File: src/rtl/udivider_seq.sv
// Iterative unsigned restoring divider: one shift-and-trial-subtract per clock,
// start/busy/done handshake, quotient/remainder held until the next completion.
module udivider_seq #(
  parameter int WIDTH = 32
) (
  input  logic             clk,
  input  logic             rst_n,
  input  logic             start,
  input  logic [WIDTH-1:0] dividend,
  input  logic [WIDTH-1:0] divisor,
  output logic             busy,
  output logic             done,
  output logic [WIDTH-1:0] quotient,
  output logic [WIDTH-1:0] remainder,
  output logic             div_by_zero
);

  // state | meaning
  // IDLE  | waiting for start
  // CALC  | iterating, one quotient bit per clock
  // DONE  | done pulse cycle, results valid; start accepted here too
  typedef enum logic [1:0] {IDLE, CALC, DONE} state_t;

  localparam int CW = $clog2(WIDTH);

  state_t           state;
  logic [WIDTH-1:0] q_reg;
  logic [WIDTH-1:0] d_reg;
  logic [WIDTH-1:0] r_reg;
  logic [CW-1:0]    cnt;

  logic [WIDTH:0]   rs;
  logic [WIDTH:0]   t;
  logic [WIDTH-1:0] q_next;
  logic [WIDTH-1:0] r_next;

  // R < D after every iteration, so the partial remainder's top bit is always
  // zero and only the WIDTH low bits are stored.
  always_comb begin
    rs     = {r_reg, q_reg[WIDTH-1]};
    t      = rs - {1'b0, d_reg};
    q_next = {q_reg[WIDTH-2:0], 1'b0};
    r_next = rs[WIDTH-1:0];
    if (!t[WIDTH]) begin
      q_next = {q_reg[WIDTH-2:0], 1'b1};
      r_next = t[WIDTH-1:0];
    end
  end

  always_ff @(posedge clk or negedge rst_n) begin
    if (!rst_n) begin
      state       <= IDLE;
      q_reg       <= '0;
      d_reg       <= '0;
      r_reg       <= '0;
      cnt         <= '0;
      busy        <= 1'b0;
      done        <= 1'b0;
      quotient    <= '0;
      remainder   <= '0;
      div_by_zero <= 1'b0;
    end else begin
      case (state)
        IDLE, DONE: begin
          done <= 1'b0;
          if (start) begin
            q_reg <= dividend;
            d_reg <= divisor;
            r_reg <= '0;
            cnt   <= '0;
            if (divisor == '0) begin
              quotient    <= '1;
              remainder   <= dividend;
              div_by_zero <= 1'b1;
              done        <= 1'b1;
              state       <= DONE;
            end else begin
              busy  <= 1'b1;
              state <= CALC;
            end
          end else begin
            state <= IDLE;
          end
        end
        CALC: begin
          q_reg <= q_next;
          r_reg <= r_next;
          cnt   <= cnt + CW'(1);
          if (cnt == CW'(WIDTH - 1)) begin
            quotient    <= q_next;
            remainder   <= r_next;
            div_by_zero <= 1'b0;
            done        <= 1'b1;
            busy        <= 1'b0;
            state       <= DONE;
          end
        end
        default: begin
          state <= IDLE;
          busy  <= 1'b0;
          done  <= 1'b0;
        end
      endcase
    end
  end

endmodule
File: config.mk
export PLATFORM = sky130hd
export DESIGN_NAME = udivider_seq
export DESIGN_NICKNAME = d
export VERILOG_FILES = /design/src/rtl/udivider_seq.sv
export SDC_FILE = /design/constraint.sdc
export NUM_CORES = 1
export LEC_CHECK = 0
export ABC_AREA = 1
export BUFFER_PORTS_ARGS = -buffer_cell sky130_fd_sc_hd__buf_4
export CORE_ASPECT_RATIO = 0.5
export CORE_MARGIN = 2
export CORE_UTILIZATION = 59
export DETAILED_ROUTE_END_ITERATION = 10
export PLACE_DENSITY = 0.81
export SKIP_LAST_GASP = 1
export SLEW_MARGIN = 0
export SYNTH_ARGS = -nofsm -noshare
export SYNTH_HDL_FRONTEND = slang
export SYNTH_SLANG_ARGS = --single-unit
File: constraint.sdc
create_clock -name clk -period 2.8 [get_ports clk]
set_input_delay 0.14 -clock clk [delete_from_list [all_inputs] [get_ports clk]]
set_output_delay 0.14 -clock clk [all_outputs]
set_load 0.01 [all_outputs]
==> metrics.cfg, run 1 <==
[run_status]
status = complete, no violations

[logic_synthesis]
syn_area_per_cell_sq_um = 7.05
syn_area_sq_um = 10800
yosysTopAreaCell = dfrtp_1
synth_area_leaders = dfrtp_1 39%, nand2_1 14%, inv_1 9.9%
syn_nets = 1627
yosysUniqueCellTypes = 39
netlist_instances = 1525
yosysWarnings = 0
synth-seq-cells = 169
netlist.area_leader.share = 0.393
ys_seq_area_frac = 0.393

[power_and_ir_drop]
leakagePower_nw = 6.91
total_power_mw = 17.0
power_density_nw_per_um2 = 1320
peakVddDrop_v = 0.000683

[final_layout]
drive_above_1_share = 0.180
num-fill-cells = 1428
final_common_cell = nand2_1
nets = 1776
diodes = 0
synthToLayoutAreaGrowth_pct = 19.9
most-common-layout-cells = 387 x nand2_1, 284 x inv_1, 169 x dfrtp_1
fin_cells = 1920

[floorplan]
fp.dieH_microns = 99.5
io-pin-count = 134
die_x_microns = 195
start_util = 0.611
fp.coreArea_sq_um = 17600
die-area_sq_um = 19400
fp-row-count = 34

[timing]
rsz0062_at_grt = true
hold_violations = 0
tns_ns = 0
layout_min_cycle_time_ns = 2.68
slew_headroom = 0.400
slew_violations = 0
max_freq_mhz = 373
post-route-period-util = 0.958
setup_viol = 0
fin_ws_ns = 0.117
worstMarginPinSlew_ns = 0.900
fin_skew_ns = 0.0163
hold_slack_ns = 0.00968

[global_routing]
grt_pass1_wl_mm = 51.2
grt.total_usage = 0.338
grt_remaining_overflow = 0
antenna_found_initial = 0
gr-usage-met3 = 0.0861
gr-max-usage-layer = met2
use_met2 = 0.505
met1_usage = 0.490
grt_pass1_vias = 10039
grt_max_degree = 101

[critical_path]
slowest_delay_ns = 0.54
crit_required_ns = 3.13
critPathKind = in -> reg
cp.arrival_ns = 3.02
crit_slowest_cell = dlygate4sd3_1
path_cells = dlygate4sd3_1, buf_4, nor4_1, nand3_1, nor2_1, nand3_2, buf_4, a21oi_1, nand3_1, nand2_1, inv_1
cp-start-kind = input pin
crit_fanout = 10
critical-path-top-delay-family = simple AND/OR/NAND/NOR gates
end_kind = flop
worst-path-buf-inv = 4

[clocking]
root_buffer = clkbuf_16
clkLatencyLatePin_ns = 0.44
cts_tree = yes
clk_pin_slew_ns = 0.08
clock_path_buffers = 2
htree_levels = 4
cts-buffers-inserted = 17
clkSinkCount = 169
cts_setup_buffers = 0

[placement]
gp_congestion = 1.05
dpl.cell_count = 1859
dp_hpwl_mm = 23.1
dp_slack_ns = 0.181
place.port_buffers = 133

[hold_path]
hold_class = in -> reg

[route]
vias_per_cell = 5.41
vias = 10395
ant_nets = 0
drt_iter0_markers = 828
wl_per_cell_microns = 16.3
drt_wl_total_mm = 31.4
dr.pass1.iters = 5
route.detailed.drc = 0

[flow_run]
drv_cap = 0

stage by stage:
| step | cell area [sq um] | utilization |
|---|---|---|
| after detailed placement | 12000 | 0.681 |
| final | 12900 | 0.732 |
| after global routing | 12900 | 0.732 |
| after global placement | 12000 | 0.681 |
| after CTS | 12900 | 0.731 |
| after floorplan | 10800 | - |
cell usage after synthesis, drive strengths merged:
| cell type | n |
|---|---|
| xor2 | 14 |
| nand4 | 10 |
| o211ai | 1 |
| o21ai | 82 |
| a21o | 2 |
| mux2 | 1 |
| o221ai | 2 |
| xnor2 | 1 |
| ha | 34 |
| or2 | 32 |
| a31oi | 1 |
| o21bai | 1 |
| clkinv | 1 |
| buf | 23 |
| a22o | 2 |
| nor2 | 161 |
| inv | 289 |
| dfrtp | 169 |
| nor4 | 4 |
| nand3 | 158 |
| fa | 1 |
| clkbuf | 34 |
| a21oi | 93 |
| nor3 | 5 |
| nand2 | 400 |
| and2 | 4 |
final cells by class:
type | count | area [sq um] | share of cell area
tap | 234 | 293 | 0.0227
clock inverter | 14 | 155 | 0.0120
timing repair buffer | 187 | 1570 | 0.122
clock buffer | 17 | 425 | 0.0330
multi-input combinational | 1009 | 5130 | 0.398
sequential | 169 | 4230 | 0.328
inverter | 290 | 1090 | 0.0844
worst paths after layout:
check / start / end / cells past startpoint / slack (ns)
max: divisor[17] / remainder[17] / 11 / 0.12
min: divisor[9] / d_reg[9] / 3 / 0.01
max reg2reg: q_reg[31] / remainder[6] / 19 / 0.13
min reg2reg: q_reg[15] / q_reg[15] / 2 / 0.49
max in group asynchronous: rst_n / r_reg[7] / 3 / 1.66
min in group asynchronous: rst_n / r_reg[17] / 2 / 0.29
metal layers:
metal	wire length, microns	up-vias
li1	-	5004
met1	14600	4851
met2	13000	483
met3	3050	57
met4	658	0
met5	0	-
power breakdown:
part           internal, mW  switching, mW
combinational          3.68           6.63
sequential             3.54          0.756
clock                  1.19           1.18
worst min-delay path, cell delays in order:
cell and delay, ns:
buf_4 0.08, inv_1 0.05, o21ai_0 0.14
repair_timing:
action                                 in CTS  in global routing
setup endpoints to repair                   0                  7
endpoints found under the hold margin     103                  0
hold buffers                               30                  0
resized for setup                           0                  4
cell families after synthesis:
| kind of cell | Yosys count | synth area share |
|---|---|---|
| DFF | 169 | 0.393 |
| and+or+nand+nor | 774 | 0.332 |
| AOI/OAI and AO/OA | 184 | 0.0881 |
| xor gates and xnor gates | 15 | 0.0122 |
| buffers and inverters | 347 | 0.132 |
| muxes | 1 | 0.00105 |
| adders and majority gates | 35 | 0.0414 |
No activity file was read; power rests on OpenSTA's default activity.
==> run 2, diff against run 1 <==
- CORE_UTILIZATION: 59 -> 64
- PLACE_DENSITY: 0.81 -> 0.87
- clock period: 2.8 -> 3.4 ns (I/O delays scaled with it)
==> metrics.cfg, run 2 (same netlist as run 1, synthesis figures left out) <==
[global_routing]
grt_pass1_wl_mm = 50.2  ; was 51.2 mm
grt_remaining_overflow = 0  ; unchanged
grt_max_degree = 97  ; was 101
grt_pass1_vias = 9823  ; was 10039
antenna_found_initial = 2  ; was 0
grt.total_usage = 0.365  ; was 0.338

[timing]
slew_violations = 0  ; unchanged
worstMarginPinSlew_ns = 0.899  ; was 0.900 ns
tns_ns = 0  ; unchanged
setup_viol = 0  ; unchanged
slew_headroom = 0.401  ; was 0.400
rsz0062_at_grt = false  ; was true
layout_min_cycle_time_ns = 2.94
post-route-period-util = 0.864
max_freq_mhz = 340
fin_skew_ns = 0.0163  ; about the same
hold_violations = 0  ; unchanged

[run_status]
status = complete, no violations  ; unchanged

[clocking]
htree_levels = 4  ; unchanged
clkSinkCount = 169  ; unchanged
root_buffer = clkbuf_16  ; unchanged
cts_tree = yes  ; unchanged
clock_path_buffers = 2  ; unchanged
clkLatencyLatePin_ns = 0.45  ; was 0.44 ns
postCtsResizedCells = 0  ; unchanged
clk_pin_slew_ns = 0.07  ; was 0.08 ns
cts-buffers-inserted = 17  ; unchanged

[final_layout]
drive_above_1_share = 0.175  ; was 0.180
most-common-layout-cells = 387 x nand2_1, 284 x inv_1, 169 x dfrtp_1  ; unchanged
num-fill-cells = 1215  ; was 1428
nets = 1743  ; was 1776
final_common_cell = nand2_1  ; unchanged
diodes = 0  ; unchanged
seqCellArea_sq_um = 4230  ; unchanged
synthToLayoutAreaGrowth_pct = 16.5  ; was 19.9%
multi_input_area_sq_um = 5120  ; was 5130 sq um

[power_and_ir_drop]
total_power_mw = 13.7  ; was 17.0 mW
power_density_nw_per_um2 = 1090  ; was 1320 nW/um^2
leakagePower_nw = 6.75  ; was 6.91 nW
clkPwrFrac = 0.145  ; was 0.140
comb_power_share = 0.598  ; was 0.607
p_seq_frac = 0.258  ; was 0.253
peakVddDrop_v = 0.000475  ; was 0.000683 V
swShare = 0.511  ; was 0.505
p_int_mw = 6.68  ; was 8.41 mW
p_sw_mw = 6.98  ; was 8.57 mW

[placement]
dp_hpwl_mm = 23.0  ; was 23.1 mm
place.port_buffers = 133  ; unchanged
gp_congestion = 0.967  ; was 1.05

[route]
drt_iter0_markers = 972  ; was 828
dr.pass1.iters = 5  ; unchanged
drt_wl_total_mm = 31.2  ; was 31.4 mm
vias = 10283  ; was 10395
route.detailed.drc = 0  ; unchanged
wl_per_cell_microns = 16.6  ; was 16.3 microns
vias_per_cell = 5.47  ; was 5.41
ant_nets = 0  ; unchanged

[critical_path]
crit_fanout = 34  ; was 10
cp.arrival_ns = 3.32  ; was 3.02 ns
critPathKind = reg -> reg  ; was in -> reg
crit_required_ns = 3.78  ; was 3.13 ns
cp-start-kind = flop  ; was input pin
end_kind = flop  ; unchanged

[floorplan]
fp-row-count = 33  ; was 34
io-pin-count = 134  ; unchanged
die_x_microns = 187  ; was 195 microns
start_util = 0.656  ; was 0.611
fp.coreArea_sq_um = 16400  ; was 17600 sq um
die-area_sq_um = 17900  ; was 19400 sq um
fp.dieH_microns = 95.7  ; was 99.5 microns

[flow_run]
drv_cap = 0  ; unchanged

[hold_path]
hold_class = in -> reg  ; unchanged

-- run 2: changes by cell type in the layout (fill, tap and decap cells not counted), sizes merged --
cell,change
dlygate4sd3,-21
buf,-12
clkbuf,+1
clkinvlp,-1
inv,+1
-- run 2: worst paths after layout --
check / from / endpoint / slack, ns / cells after the start
setup reg to reg: q_reg[31] / remainder[25] / 0.46 / 18
min in group asynchronous: rst_n / d_reg[18] / 0.37 / 2
setup / recovery: q_reg[31] / remainder[25] / 0.46 / 18
max in group asynchronous: rst_n / q_reg[31] / 2.18 / 3
hold reg to reg: cnt[3] / cnt[3] / 0.49 / 1
hold / removal: divisor[16] / d_reg[16] / 0.006 / 3
-- run 2: final cells by class --
type	count	area share
multi-input combinational	1009	0.409
sequential	169	0.338
timing repair buffer	154	0.0974
inverter	290	0.0869
clock buffer	18	0.0351
tap	227	0.0227
clock inverter	14	0.0119
-- run 2: through the flow --
step / instance area, sq um / util / hold WS, ns / std cells / setup WS, ns
2_1_floorplan: 10800 / - / -0.126 / 1525 / 1.19
3_3_place_gp: 11800 / 0.723 / 0.275 / 1840 / 0.633
3_5_place_dp: 11800 / 0.723 / 0.286 / 1840 / 0.533
4_1_cts: 12500 / 0.764 / 0.000161 / 1881 / 0.517
5_1_grt: 12500 / 0.764 / 0.0103 / 1881 / 0.256
6_report: 12500 / 0.764 / 0.00635 / 1881 / 0.463
-- run 2: power groups by stage --
stage | Combinational, mW | Clock [mW] | Sequential [mW]
after global placement | 7.72 | 0 | 3.47
after floorplan | 5.94 | 0 | 3.48
final | 8.16 | 1.97 | 3.52
after detailed placement | 7.93 | 0 | 3.51
after CTS | 8.05 | 1.97 | 3.49
after global routing | 9.10 | 2.06 | 3.60
-- run 2: metal layers --
metal / vias to the layer above / track usage / wire length, microns
met1: 4767 / 0.494 / 13500
met4: 4 / 0.140 / 836
met2: 500 / 0.560 / 13300
li1: 4930 / - / -
met3: 82 / 0.106 / 3490
met5: - / 0 / 23
-- run 2: timing repair --
item	in CTS	in global routing
hold buffers	9	0
endpoints found under the hold margin	93	0
setup buffers	0	0
-- run 2: worst max-delay path, stage by stage (launching register included) --
cell     delay [ns]
dfrtp_1        0.37
inv_1          0.07
ha_1           0.22
fa_1           0.40
inv_1          0.10
nand2_1        0.05
nand2_1        0.07
nand3_1        0.07
nand2_1        0.14
nand2_1        0.08
nand2_2        0.11
nand2_2        0.08
nand2_2        0.08
nand2_2        0.06
nand2_4        0.47
nand3_1        0.21
nand3_1        0.15
nand2_1        0.05
inv_1          0.05
